<file path="src/rtl/fpu_pkg.sv">
// rtl/fpu_pkg.sv - shared types and constants for the FP multiplier result path
package fpu_pkg;

  typedef enum logic [2:0] {
    EXC_NONE  = 3'b000,
    EXC_ZERO  = 3'b001,
    EXC_UNDER = 3'b010,
    EXC_NAN   = 3'b011,
    EXC_INF   = 3'b100
  } exc_t;

  typedef enum logic [2:0] {
    ST_IDLE  = 3'd0,
    ST_NORM  = 3'd1,
    ST_ROUND = 3'd2,
    ST_CHECK = 3'd3,
    ST_DONE  = 3'd4
  } norm_state_t;

  localparam logic [31:0] QNAN    = 32'h7FC0_0000;
  localparam int          EXP_MAX = 255;
  localparam int          BIAS    = 127;

endpackage

</file>
<file path="src/rtl/rne_rounder.sv">
// rtl/rne_rounder.sv - round-to-nearest-even increment of a normalized mantissa
module rne_rounder #(
  parameter int W = 24
) (
  input  logic [W-1:0] mant,
  input  logic         g,
  input  logic         r,
  input  logic         s,
  output logic [W-1:0] mant_rnd,
  output logic         carry
);

  logic         inc;
  logic [W:0]   sum;

  always_comb begin
    inc      = g & (r | s | mant[0]);
    sum      = {1'b0, mant} + {{W{1'b0}}, inc};
    carry    = sum[W];
    // an all-ones mantissa rolls over to exactly 1.0; exponent bump is the caller's job
    mant_rnd = carry ? {1'b1, {(W-1){1'b0}}} : sum[W-1:0];
  end

endmodule

</file>
<file path="src/rtl/mul_norm_round.sv">
// rtl/mul_norm_round.sv - normalize, round and range-check a raw mantissa product
module mul_norm_round
  import fpu_pkg::*;
#(
  parameter int MANT_W = 23,
  parameter int EXP_W  = 8,
  parameter int BIAS   = fpu_pkg::BIAS
) (
  input  logic                       CLK,
  input  logic                       RST,
  input  logic                       REQ,
  input  logic [2*(MANT_W+1)-1:0]    PROD,
  input  logic [EXP_W+1:0]           EXP_SUM,
  input  logic                       SIGN,
  input  logic [2:0]                 IN_EXC,
  output logic [EXP_W+MANT_W:0]      RESULT,
  output logic [2:0]                 EXC,
  output logic                       ACK
);

  localparam int MW    = MANT_W + 1;
  localparam int PW    = 2 * MW;
  localparam int XW    = EXP_W + 4;
  localparam int RES_W = 1 + EXP_W + MANT_W;
  localparam logic signed [XW-1:0] EXP_TOP  = XW'(2 * BIAS + 1);
  localparam logic signed [XW-1:0] EXP_ZERO = '0;

  norm_state_t            state;
  logic [PW-1:0]          prod_q;
  logic signed [XW-1:0]   exp_q;
  logic                   sign_q;
  logic [2:0]             in_exc_q;
  logic [MW-1:0]          mant_q;
  logic                   g_q;
  logic                   r_q;
  logic                   s_q;

  logic [MW-1:0]          rnd_mant;
  logic                   rnd_carry;

  rne_rounder #(.W(MW)) u_rne_rounder (
    .mant     (mant_q),
    .g        (g_q),
    .r        (r_q),
    .s        (s_q),
    .mant_rnd (rnd_mant),
    .carry    (rnd_carry)
  );

  always_ff @(posedge CLK) begin
    if (RST) begin
      state  <= ST_IDLE;
      RESULT <= '0;
      EXC    <= EXC_NONE;
      ACK    <= 1'b0;
    end else begin
      case (state)
        ST_IDLE: begin
          if (REQ) begin
            prod_q   <= PROD;
            exp_q    <= XW'(signed'(EXP_SUM));
            sign_q   <= SIGN;
            in_exc_q <= IN_EXC;
            state    <= ST_NORM;
          end
        end
        ST_NORM: begin
          // product lies in [1,4): at most one position of left-justification
          if (prod_q[PW-1]) begin
            mant_q <= prod_q[PW-1 -: MW];
            g_q    <= prod_q[PW-1-MW];
            r_q    <= prod_q[PW-2-MW];
            s_q    <= |prod_q[PW-3-MW:0];
            exp_q  <= exp_q + XW'(1);
          end else begin
            mant_q <= prod_q[PW-2 -: MW];
            g_q    <= prod_q[PW-2-MW];
            r_q    <= prod_q[PW-3-MW];
            s_q    <= |prod_q[PW-4-MW:0];
          end
          state <= ST_ROUND;
        end
        ST_ROUND: begin
          mant_q <= rnd_mant;
          exp_q  <= exp_q + XW'(rnd_carry);
          state  <= ST_CHECK;
        end
        ST_CHECK: begin
          if (in_exc_q == EXC_NAN) begin
            RESULT <= RES_W'(QNAN);
            EXC    <= EXC_NAN;
          end else if (in_exc_q == EXC_INF) begin
            RESULT <= {sign_q, {EXP_W{1'b1}}, {MANT_W{1'b0}}};
            EXC    <= EXC_INF;
          end else if (in_exc_q == EXC_ZERO || prod_q == '0) begin
            RESULT <= {sign_q, {(EXP_W+MANT_W){1'b0}}};
            EXC    <= EXC_ZERO;
          end else if (exp_q >= EXP_TOP) begin
            RESULT <= {sign_q, {EXP_W{1'b1}}, {MANT_W{1'b0}}};
            EXC    <= EXC_INF;
          end else if (exp_q <= EXP_ZERO) begin
            RESULT <= {sign_q, {(EXP_W+MANT_W){1'b0}}};
            EXC    <= EXC_UNDER;
          end else begin
            RESULT <= {sign_q, exp_q[EXP_W-1:0], mant_q[MANT_W-1:0]};
            EXC    <= EXC_NONE;
          end
          state <= ST_DONE;
        end
        ST_DONE: begin
          // first DONE cycle always raises ACK, so an early REQ drop still sees a pulse
          if (!ACK) begin
            ACK <= 1'b1;
          end else if (!REQ) begin
            ACK   <= 1'b0;
            state <= ST_IDLE;
          end
        end
        default: state <= ST_IDLE;
      endcase
    end
  end

endmodule

</file>
<file path="config.mk">
export PLATFORM = sky130hd
export DESIGN_NAME = mul_norm_round
export DESIGN_NICKNAME = d
export VERILOG_FILES = /design/src/rtl/fpu_pkg.sv /design/src/rtl/rne_rounder.sv /design/src/rtl/mul_norm_round.sv
export SDC_FILE = /design/constraint.sdc
export NUM_CORES = 1
export LEC_CHECK = 0
export CAP_MARGIN = 20
export CORE_ASPECT_RATIO = 1.75
export CORE_UTILIZATION = 25
export DETAILED_ROUTE_END_ITERATION = 7
export PLACE_DENSITY = 0.41
export SYNTH_ARGS = -nofsm -noshare
export SYNTH_HDL_FRONTEND = slang
export SYNTH_HIERARCHICAL = 1
export SYNTH_SLANG_ARGS = --single-unit
export TNS_END_PERCENT = 20
</file>
<file path="constraint.sdc">
create_clock -name CLK -period 19.2 [get_ports CLK]
set_input_delay 3.84 -clock CLK [delete_from_list [all_inputs] [get_ports CLK]]
set_output_delay 3.84 -clock CLK [all_outputs]
set_load 0.01 [all_outputs]
</file>
# Yosys cells after proc, flatten, opt, wreduce, memory -nomap -nowiden
# Index checks and enable logic that the tools add are counted.
[totals] reg_bits=130 input_bits=65 out_inout_bits=36 elab_cells=69
[op_classes] add_sub_neg=3 magnitude_cmp=2 n_eq_ne=11 muxes=25 bitwise_logic=4 reduce_logical=12
[op_table] cell="$mux 31" count=4
[op_table] cell="$logic_not 48->1" count=1
[op_table] cell="$mux 24" count=2
[op_table] cell="$pmux 24 s2" count=1
[op_table] cell="$pmux 12 s3" count=1
[op_table] cell="$mux 32" count=1
[op_table] cell="$add 24x1->25" count=1
[op_table] cell="$mux 12" count=2
[op_table] cell="$reduce_or 22->1" count=1
[op_table] cell="$mux 3" count=7
[op_table] cell="$reduce_or 21->1" count=1
[op_table] cell="$pmux 3 s5" count=1
[op_table] cell="$add 12x1->12" count=1
[op_table] cell="$add 12x2->12 const B" count=1
[op_table] cell="$ge 12x9->1 const B" count=1
[op_table] cell="$le 12x1->1 const B" count=1
[op_table] cell="$eq 3x2->1 const B" count=3
[op_table] cell="$ne 2x2->1 const B" count=4
[op_table] cell="$eq 3x1->1 const B" count=2
[op_table] cell="$eq 3x3->1 const B" count=2
[op_table] cell="$reduce_and 3->1" count=2
[op_table] cell="$mux 1" count=5
[op_table] cell="$reduce_and 2->1" count=2
[op_table] cell="$reduce_and 4->1" count=1
[op_table] cell="other kinds (8)" count=9

# Depth between registers and ports, before layout
[depth] ltp_word=6 ltp_mapped=13 ltp_nobuf=12

# Cells and area by module
# Netlist, hierarchy kept.
[modules_own_cells] mod="mul_norm_round" instances=1 cells_each=433 area_each_um2=5460.2 seq_area_each_um2=3513.4
[modules_own_cells] mod="rne_rounder" instances=1 cells_each=108 area_each_um2=651.9 seq_area_each_um2=0.0

# Least setup slack after synthesis
# Ideal clock, no wire load.
[synth_timing] path_type="input port to flip-flop" from="in RST" to="reg in_exc_q[0], enable pin" setup_time_ns=0.592 t_arrival_ns=9.035 t_required_ns=18.608 setup_slack_ns=9.573 path_stages=2 path_buffers=1 cell_sequence="buf_2 nor4bb_1"
[synth_via] elab_chain_cells=2
[synth_lines] element="start: declaration" line="mul_norm_round.sv:10" source="input logic RST,"
[synth_lines] element="$not 1->1 (no source line)"
[synth_lines] element="$reduce_and 3->1 (no source line)"
[synth_lines] element="end signal: assignment" line="mul_norm_round.sv:63" source="in_exc_q <= IN_EXC;"
[synth_lines] element="end: declaration" line="mul_norm_round.sv:32" source="logic [2:0] in_exc_q;"
# Every way passes these cells.
# A chain may end at the register's enable or synchronous reset.

# Worst setup path in the final report
[layout_timing] from="in RST" to="reg prod_q[28], enable pin"
[layout_via] elab_chain_cells=2
[layout_lines] element="$not 1->1 (no source line)"
[layout_lines] element="$reduce_and 3->1 (no source line)"
[layout_lines] element="end signal: assignment" line="mul_norm_round.sv:60" source="prod_q <= PROD;"
[layout_lines] element="end: declaration" line="mul_norm_round.sv:29" source="logic [PW-1:0] prod_q;"
# Every way passes these cells.

==> results.sh <==
export IMPL_status="completed"
export IMPL_post_cts_buffers=0
export IMPL_numPortBuffers=100
export IMPL_rsz0062_at_grt="no"
export IMPL_synth_edf_count=91
export IMPL_synth_top_area_share_pct=44.7
export IMPL_worst_path_max_delay_cell="clkdlybuf4s50_1"
export IMPL_worstSetupEndpointType="flip-flop"
export IMPL_first_pass_iters=6
export IMPL_dieHeight_um=209
export IMPL_rows=75
export IMPL_synth_cell_types=63
export IMPL_cts_max_level=4
export IMPL_core_area_sq_um=24000
export IMPL_vdd_drop_max_v=0.0000446
export IMPL_dr_first_iter_drc_count=213
export IMPL_clock_sinks=130
export IMPL_async_flop_share_pct=0
export IMPL_p_per_area_nw_per_um2=92.9
export IMPL_worst_clock_skew_ns=0.0113
export IMPL_final_common_cell="clkdlybuf4s50_1"
export IMPL_setup_violations=0
export IMPL_relSlewSlack_pct=32.9
export IMPL_clock_latency_ns=0.41
export IMPL_fin_tns_setup_ns=0
export IMPL_p_leak_nw=2.70
export IMPL_clk_pin_slew_ns=0.06
export IMPL_grt_start_max_net_pins=57
export IMPL_dpl_hpwl_mm=11.9
export IMPL_ys_flop_type="edfxtp_1"
export IMPL_area_growth_pct=31.8
export IMPL_finalMaxSlewViolations=0
export IMPL_grt_usage_pct=12.9
export IMPL_fmax_ghz=0.171
export IMPL_grt_first_pass_wirelength_mm=24.6
export IMPL_wirelength_mm=15.6
export IMPL_via_count=4519
export IMPL_antenna_found_initial=0
export IMPL_wl_per_cell_um=16.2
export IMPL_yosys_warnings=6
export IMPL_path_class="in -> reg"
export IMPL_synthTopCellsByArea="edfxtp_1 45%, dfxtp_1 13%, mux2i_1 4.1%"
export IMPL_cts_resized=0
export IMPL_required_ns=19.24
export IMPL_num_antenna_cells=0
export IMPL_clockBufferDepth=2
export IMPL_place_gp_congestion=0.788
export IMPL_synth_cells=541
export IMPL_nNetsFinal=711
export IMPL_cts_tree="yes"
export IMPL_hold_path_class="reg -> reg"
export IMPL_gr_total_overflow=0
export IMPL_cpPeakStageDelay_ns=0.83
export IMPL_viasPerCell=4.70
export IMPL_die_w_um=120
export IMPL_grt_pass1_vias=4555
export IMPL_final_cell_mix="100 x clkdlybuf4s50_1, 91 x edfxtp_1, 61 x nand2_1"
export IMPL_post_route_util_pct=33.5
export IMPL_synth_top_cell_by_area="edfxtp_1"
export IMPL_initial_core_util_pct=25.4
export IMPL_drive_gt1_share_pct=9.65
export IMPL_maxCapViolations=0
export IMPL_worstSetupStartpointType="input pin"
export IMPL_syn_num_nets=612
export IMPL_cts_buffers=17
export IMPL_synth_area_sq_um=6110
export IMPL_pin_count=101
export IMPL_cp_cell_sequence="clkdlybuf4s50_1 -> nor4bb_4 -> buf_4"
export IMPL_cts_root_buffer_cell="clkbuf_16"
export IMPL_period_share_pct=30.5
export IMPL_ys_seq_area_share_pct=57.5
export IMPL_final_antenna_net_count=0
export IMPL_synth_ff_latch_count=130
export IMPL_die_area_sq_um=25100
export IMPL_drc=0
export IMPL_arrival_ns=5.89
export IMPL_syn_area_per_cell_sq_um=11.3
export IMPL_hold_buffers=0
export IMPL_crit_fanout=48
export IMPL_min_period_ns=5.85
export IMPL_hold_viol=0
export IMPL_tightest_slew_ns=1.00
==> critical path, delay by kind of cell <==
kind,cells,cell delay [ns]
buffers and inverters,2,1.39
AND/OR/NAND/NOR,1,0.61
==> cell type report <==
type	instances	area, sq um
flip-flops and latches	130	3510
multi-input cells	372	2430
well taps	308	385
clock buffers	19	433
clock inverters	13	184
fillers	2507	16000
inverters	11	41.3
repair buffers	108	1070
==> power breakdown <==
part / switching [W] / internal [W] / total, W
sequential: 0.0000165 / 0.000320 / 0.000336
combinational: 0.0000373 / 0.0000353 / 0.0000726
clock: 0.000122 / 0.000217 / 0.000339
total: 0.000176 / 0.000573 / 0.000748
==> logic make-up after synthesis <==
group                      count (synthesis)  synth area share [%]
AOI/OAI and AO/OA                        111                  12.9
buffers and inverters                     39                  3.21
DFF                                      130                  57.5
muxes                                     28                  4.65
adders and majority gates                  6                  1.23
and+or+nand+nor                          212                  18.4
xor gates and xnor gates                  15                  2.15
==> registers in the layout (all words and copies together), names as in the netlist <==
name and count:
sign_q 1, RESULT 32, in_exc_q 3, ACK 1, g_q 1, mant_q 24, s_q 1, prod_q 48
state 3, r_q 1, exp_q 12, EXC 3
==> final timing paths <==
kind              startpoint    endpoint  slack (ns)  depth (start not counted)
hold reg to reg   RESULT[18]  RESULT[18]        0.48                          1
hold / removal    RESULT[18]  RESULT[18]        0.48                          1
setup / recovery         RST  prod_q[28]       13.35                          3
setup reg to reg   mant_q[0]   exp_q[10]       15.53                         13
==> Yosys cell counts, drive strengths merged, types with 2 or more instances <==
library cell	instances
xor2	2
inv	10
clkbuf	7
a211oi	9
xnor2	13
mux2i	25
o22ai	5
buf	21
a221o	5
ha	6
dfxtp	39
o21ai	33
mux2	3
nor3	15
or4	6
and3	5
a22o	22
nand4	6
nand2b	6
o311ai	5
a21oi	11
a22oi	7
nor2	53
nand2	61
a31oi	6
nand3b	2
or3	5
o211ai	3
nand3	21
nor2b	2
edfxtp	91
nor3b	3
nor4	20
==> through the flow <==
step / cell area [sq um] / power [W] / worst slack [ns] / hold slack [ns] / instances
final: 8060 / 0.000748 / 13.35 / 0.482 / 961
after detailed placement: 7430 / 0.000416 / 12.94 / 0.473 / 928
after global placement: 7410 / 0.000414 / 12.97 / 0.465 / 927
after floorplan: 6110 / 0.000382 / 9.57 / 0.459 / 541
after global routing: 8060 / 0.000779 / 13.25 / 0.498 / 961
after CTS: 8040 / 0.000759 / 13.38 / 0.482 / 960
==> metal layers <==
metal	part of all wire, %	global-route usage (%)	vias to the layer above	wire, um
met4	2.5	6.64	0	396
met5	0	0	-	0
li1	-	-	2257	-
met2	55	24.0	116	8540
met3	3.1	2.29	22	484
met1	40	13.7	2124	6170
Power figures use the tool's default switching activity.
